### src/rtl/handshake_fork_oehb_if.sv
// Handshake bundle for handshake_fork_oehb: one upstream producer channel and
// SIZE downstream consumer channels sharing a packed data bus.
interface handshake_fork_oehb_if #(
    parameter int DATA_TYPE = 32,
    parameter int SIZE      = 2
);
    logic [DATA_TYPE-1:0]      ins;
    logic                      ins_valid;
    logic                      ins_ready;
    logic [SIZE*DATA_TYPE-1:0] outs;
    logic [SIZE-1:0]           outs_valid;
    logic [SIZE-1:0]           outs_ready;

    // Environment side: drives the producer token and the consumer readies.
    modport master (
        output ins, ins_valid, outs_ready,
        input  ins_ready, outs, outs_valid
    );

    // Block side: accepts the producer token and offers copies downstream.
    modport slave (
        input  ins, ins_valid, outs_ready,
        output ins_ready, outs, outs_valid
    );
endinterface

### src/rtl/handshake_fork_oehb.sv
// One-slot output-registered buffer feeding an eager fork: each consumer takes
// its copy independently, and the slot refills once every consumer is served.
module handshake_fork_oehb #(
    parameter int DATA_TYPE = 32,
    parameter int SIZE      = 2
) (
    input  logic                 clk,
    input  logic                 rst,
    handshake_fork_oehb_if.slave bus
);
    typedef enum logic {
        EMPTY = 1'b0,
        HOLD  = 1'b1
    } state_t;

    state_t               state, state_next;
    logic [DATA_TYPE-1:0] data_reg;
    logic [SIZE-1:0]      sent, sent_next;
    logic [SIZE-1:0]      outs_valid, out_xfer;
    logic                 full, done, ins_ready, in_xfer;

    assign full       = (state == HOLD);
    assign outs_valid = {SIZE{full}} & ~sent;
    assign out_xfer   = outs_valid & bus.outs_ready;
    // Every copy is either already delivered or being taken right now.
    assign done       = full & (&(sent | bus.outs_ready));
    assign ins_ready  = ~full | done;
    assign in_xfer    = bus.ins_valid & ins_ready;

    assign bus.outs_valid = outs_valid;
    assign bus.ins_ready  = ins_ready;
    assign bus.outs       = {SIZE{data_reg}};

    always_comb begin
        // NOTE: defaults first so every path assigns every output; no latches.
        state_next = state;
        sent_next  = sent;
        case (state)
            EMPTY:   if (in_xfer) state_next = HOLD;
            HOLD:    if (done && !in_xfer) state_next = EMPTY;
            default: state_next = EMPTY;
        endcase
        if (done) sent_next = '0;
        else      sent_next = sent | out_xfer;
    end

    // NOTE: data_reg is reset as well so outs reads zero while in reset.
    always_ff @(posedge clk or negedge rst) begin
        if (!rst) begin
            // NOTE: non-blocking assignments for all sequential state.
            state    <= EMPTY;
            sent     <= '0;
            data_reg <= '0;
        end else begin
            state <= state_next;
            sent  <= sent_next;
            if (in_xfer) data_reg <= bus.ins;
        end
    end
endmodule

### src/flat_wrapper.sv
// flat-port wrapper written by rule: the top's interface ports become plain ports
module handshake_fork_oehb_flat 
#(
    parameter int DATA_TYPE = 32,
    parameter int SIZE      = 2
)
  (clk, rst, bus_ins, bus_ins_valid, bus_outs_ready, bus_ins_ready, bus_outs, bus_outs_valid);
  handshake_fork_oehb_if #(.DATA_TYPE(DATA_TYPE), .SIZE(SIZE)) bus_i ();
  input  logic clk;
  input  logic rst;
  input wire logic [$bits(bus_i.ins)-1:0] bus_ins;
  input wire logic [$bits(bus_i.ins_valid)-1:0] bus_ins_valid;
  input wire logic [$bits(bus_i.outs_ready)-1:0] bus_outs_ready;
  output wire logic [$bits(bus_i.ins_ready)-1:0] bus_ins_ready;
  output wire logic [$bits(bus_i.outs)-1:0] bus_outs;
  output wire logic [$bits(bus_i.outs_valid)-1:0] bus_outs_valid;
  assign bus_i.ins = bus_ins;
  assign bus_i.ins_valid = bus_ins_valid;
  assign bus_i.outs_ready = bus_outs_ready;
  assign bus_ins_ready = bus_i.ins_ready;
  assign bus_outs = bus_i.outs;
  assign bus_outs_valid = bus_i.outs_valid;
  handshake_fork_oehb #(.DATA_TYPE(DATA_TYPE), .SIZE(SIZE)) u_core (.clk(clk), .rst(rst), .bus(bus_i));
endmodule
### config.mk
export PLATFORM = sky130hd
export DESIGN_NAME = handshake_fork_oehb_flat
export DESIGN_NICKNAME = d
export VERILOG_FILES = /design/src/rtl/handshake_fork_oehb_if.sv /design/src/rtl/handshake_fork_oehb.sv /design/src/flat_wrapper.sv
export SDC_FILE = /design/constraint.sdc
export NUM_CORES = 1
export LEC_CHECK = 0
export BUFFER_PORTS_ARGS = -buffer_cell sky130_fd_sc_hd__buf_2
export CORE_UTILIZATION = 40
export DETAILED_ROUTE_END_ITERATION = 8
export PLACE_DENSITY = 0.88
export SLEW_MARGIN = 20
export SYNTH_ARGS = -nofsm -noshare
export SYNTH_HDL_FRONTEND = slang
export SYNTH_SLANG_ARGS = --single-unit
### constraint.sdc
create_clock -name clk -period 1.8 [get_ports clk]
set_clock_uncertainty 0.05 [all_clocks]
set_input_delay 0.27 -clock clk [delete_from_list [all_inputs] [get_ports clk]]
set_output_delay 0.27 -clock clk [all_outputs]
set_load 0.02 [all_outputs]
; ---- After elaboration in Yosys (flattened, before gate mapping)
; Cells that the tools add are included.
[totals]
reg_bits = 35
latchBits = 0
mem_bits_rw = 0
romBits = 0
input_bits = 37
word_cells = 19
memories = 0
[op_classes]
n_addsub = 0
n_mul = 0
div_mod_pow = 0
magnitude_cmp = 0
eq_ne = 0
shift = 0
mux = 4
bitwise_logic = 9
n_reduce_logical = 3
[ops]
columns = operator, count
row1 = $and 2x2->2, 2
row2 = $or 2x2->2, 2
row3 = $and 1x1->1, 2
row4 = $mux 1, 2
row5 = $mux 2, 1
row6 = $not 2->2, 1
row7 = $pmux 1 s2, 1
row8 = $reduce_and 2->1, 1
row9 = $logic_and 1x1->1, 1
row10 = $logic_not 1->1, 1
row11 = $not 1->1, 1
row12 = $or 1x1->1, 1

; ---- Logic depth before layout (Yosys ltp)
[depth]
word_depth = 9
ltp_mapped = 4

; ---- Worst setup path after synthesis
; OpenSTA, ideal clock, no wires.
[synth_timing]
path_kind = flip-flop to flip-flop
start = reg u_core.sent[0]
end = reg u_core.data_reg[10]
t_arrival_ps = 1191
required_ps = 1625
slack_ps = 434
path_stages_with_launch = 5
path_cell_list = dfrtp_1 o22ai_2 a21boi_4 buf_6 mux2_2
[synth_between]
elab_chain_len = 5
[synth_lines]
columns = element, line
row1 = from (decl), handshake_fork_oehb.sv:18  ; logic [SIZE-1:0] sent, sent_next;
row2 = from (signal assigned), handshake_fork_oehb.sv:56  ; sent <= sent_next;
row3 = $or 2x2->2, handshake_fork_oehb.sv:26  ; assign done = full & (&(sent | bus.outs_ready));
row4 = $reduce_and 2->1, handshake_fork_oehb.sv:26
row5 = $and 1x1->1, handshake_fork_oehb.sv:26
row6 = $or 1x1->1, handshake_fork_oehb.sv:27  ; assign ins_ready = ~full | done;
row7 = $and 1x1->1, handshake_fork_oehb.sv:28  ; assign in_xfer = bus.ins_valid & ins_ready;
row8 = to (signal assigned), handshake_fork_oehb.sv:57  ; if (in_xfer) data_reg <= bus.ins;
row9 = to (decl), handshake_fork_oehb.sv:17  ; logic [DATA_TYPE-1:0] data_reg;
; Every way passes these cells.
; A chain may end at the register's enable or synchronous reset.

; ---- Final worst setup path
[layout_timing]
start = reg u_core.sent[0]
end = out bus_ins_ready
[layout_between]
elab_chain_len = 4
[layout_lines]
columns = element, line
row1 = $or 2x2->2, handshake_fork_oehb.sv:26
row2 = $reduce_and 2->1, handshake_fork_oehb.sv:26
row3 = $and 1x1->1, handshake_fork_oehb.sv:26
row4 = $or 1x1->1, handshake_fork_oehb.sv:27
row5 = to (decl), flat_wrapper.sv:14  ; output wire logic [$bits(bus_i.ins_ready)-1:0] bus_ins_ready;
; Every way passes these cells.

==> results.json <==
{
  "status": "finished clean",
  "yosysSeqAreaShare_pct": 53.8,
  "preCtsSetupSlack_ps": 333,
  "post-synth-top-count-cell": "dfrtp_1",
  "hp-start": "bus_ins_valid",
  "drive_gt1_share_pct": 76.2,
  "synth_area_per_cell_sq_um": 14.2,
  "htreeDepth": 2,
  "rsz0062_at_grt": "false",
  "die_h_um": 65.8,
  "cts_sinks": 35,
  "postLayoutCoreUtil_pct": 54.7,
  "cts_buffers": 5,
  "nets": 229,
  "grt_max_degree": 36,
  "ant_nets": 0,
  "worst_pin_slew_ps": 422,
  "crit_chain": "o22ai_2, nand2_1, buf_2",
  "met2_usage_pct": 26.0,
  "p_per_area_mw_per_mm2": 1480,
  "cp_max_fo": 4,
  "first_pass_iters": 2,
  "min_period_over_period_pct": 83.5,
  "synth_top_area_cell": "dfrtp_1",
  "synth_warnings": 0,
  "synth_edf_count": 0,
  "netlist_area_sq_mm": 0.00163,
  "fp.dieArea_sq_mm": 0.00433,
  "use_met1_pct": 15.5,
  "cts.reportedPaths.clkPinSlew_ps": 70,
  "overflow": 0,
  "viasPerCell": 4.50,
  "drv_cap": 0,
  "wl_per_cell_um": 12.4,
  "cts_resized": 0,
  "arrival_ps": 1180,
  "holdPathStages": 2,
  "power_uw": 3050,
  "worst_setup_path_start_kind": "flop",
  "cts_tree": "built",
  "drv_slew": 0,
  "port_buffers": 103,
  "antenna_found_initial": 0,
  "worstReg2RegEnd": "u_core.data_reg[23]",
  "min_period_ps": 1500,
  "yosys-top-cells-count": "35 x dfrtp_1, 32 x buf_4, 26 x mux2_2",
  "gr-usage-met3_pct": 4.31,
  "largest_reg_flops": 32,
  "relSlewSlack_pct": 71.8,
  "timing.reg2reg.setup_slack_ps": 330,
  "peakVddDrop_v": 0.000649,
  "worstPathRequired_ps": 1480,
  "cp-startpoint": "u_core.sent[0]",
  "grt_usage_pct": 14.6,
  "insertion_delay_ps": 280,
  "route.vias.total": 1084,
  "grt_pass1_wl_um": 4570,
  "grt_busiest_layer": "met2",
  "hold_path.class": "input port to flop",
  "ys_ff_latch": 35,
  "core-area_sq_mm": 0.00377,
  "grt_pass1_vias": 978,
  "rows": 22,
  "die_w_um": 65.8,
  "tns_ps": 0,
  "area_growth_syn_to_layout_pct": 26.7,
  "synth.top_cell.area_share_pct": 53.8,
  "p_leak_uw": 0.00107,
  "regArea_sq_um": 876,
  "synth_ff_type": "dfrtp_1",
  "postCtsSetupRepairBufs": 0,
  "r2r_start": "u_core.sent[1]",
  "gp_congestion": 0.702,
  "clock_path_buffers": 2,
  "r2r_cells": 4,
  "start_util_pct": 43.2,
  "synth_nets": 152,
  "worstSetupPathType": "flop to output port",
  "min_to": "u_core.full",
  "yosys-top-cells-area": "dfrtp_1 54%, mux2_2 18%, buf_4 15%, mux2_4 5.5%, buf_6 2.1%",
  "fmax_mhz": 666,
  "end_kind": "output port",
  "ys_types": 15,
  "drcViolationCount": 0,
  "dpl.hpwl_um": 2270,
  "root_buffer": "clkbuf_8",
  "hold_viol_final": 0,
  "fill_cells": 337,
  "multiInputGateArea_sq_um": 473,
  "n_antenna_cell": 0,
  "ys_async_sr_fraction_pct": 100,
  "worst_slack_ps": 297,
  "cp_slowest_stage_delay_ps": 410,
  "finalWirelength_um": 2990,
  "slowest_stage": "dfrtp_1",
  "first_iter_violations": 21,
  "setup_viol": 0,
  "synth_cells": 115,
  "io_pins": 104
}
-- worst max-delay path, delay by kind of cell, from the launching register on --
| kind | cells | cell delay (ps) |
|---|---|---|
| buf+inv | 1 | 170 |
| compound gates | 1 | 220 |
| simple gates | 1 | 100 |
| flops | 1 | 410 |
-- power breakdown --
part	leakage [uW]	total [uW]	internal [uW]	switching, uW
logic	0.000605	1300	523	781
clock network	0.0000515	604	349	255
registers	0.000409	1140	993	150
total	0.00107	3050	1870	1190
-- placed cells by master, fill, tap and decap left out --
master         synthesis  layout
clkbuf_1               0       1
buf_4                 32       1
dlygate4sd3_1          0       1
nand2b_1               1       1
mux2_4                 6       6
nand2_1                1       1
o22ai_2                1       1
a21boi_4               1       1
clkbuf_8               0       7
buf_12                 0       1
a21oi_1                2       2
and2b_2                1       1
and2b_1                1       1
mux2_2                26      26
o21a_1                 2       2
nor2_1                 2       2
dfrtp_1               35      35
buf_2                  1     103
-- routing by layer --
metal	vias to the layer above	routed length (um)
li1	511	-
met5	-	0
met1	529	1090
met2	40	1680
met4	0	48
met3	4	168
-- cell families (layout without fill, tap and decap cells) --
kind of cell	count (synthesis)	count (layout)	share of synthesized area [%]
mux	32	32	23.5
flops	35	35	53.8
simple gates	6	6	2.08
buf+inv	36	114	17.1
compound gates	6	6	3.46
-- final cells by class --
class	instances	share of cell area, %
clock buffers	8	4.85
multi-input cells	44	22.9
flip-flops and latches	35	42.5
well taps	48	2.91
repair buffers	106	26.8
-- metrics by stage --
stage	std cells	hold slack, ps	instance area (sq um)
after detailed placement	232	281	1950
after CTS	241	135	2060
final	241	145	2060
after global routing	241	131	2060
after floorplan	115	-75.6	1630
after global placement	232	271	1950
-- worst max-delay path by stage --
stage	endpoint	cells after the start
after global routing	bus_ins_ready	3
after floorplan	u_core.data_reg[10]	4
after CTS	bus_ins_ready	3
after detailed placement	u_core.data_reg[23]	4
after global placement	u_core.data_reg[21]	4
final	bus_ins_ready	3
-- repair_timing --
item,4_1_cts,5_1_grt
setup endpoints to repair,0,0
endpoints found under the hold margin,35,0
hold buffers,1,0
(Power assumes the default switching activity.)
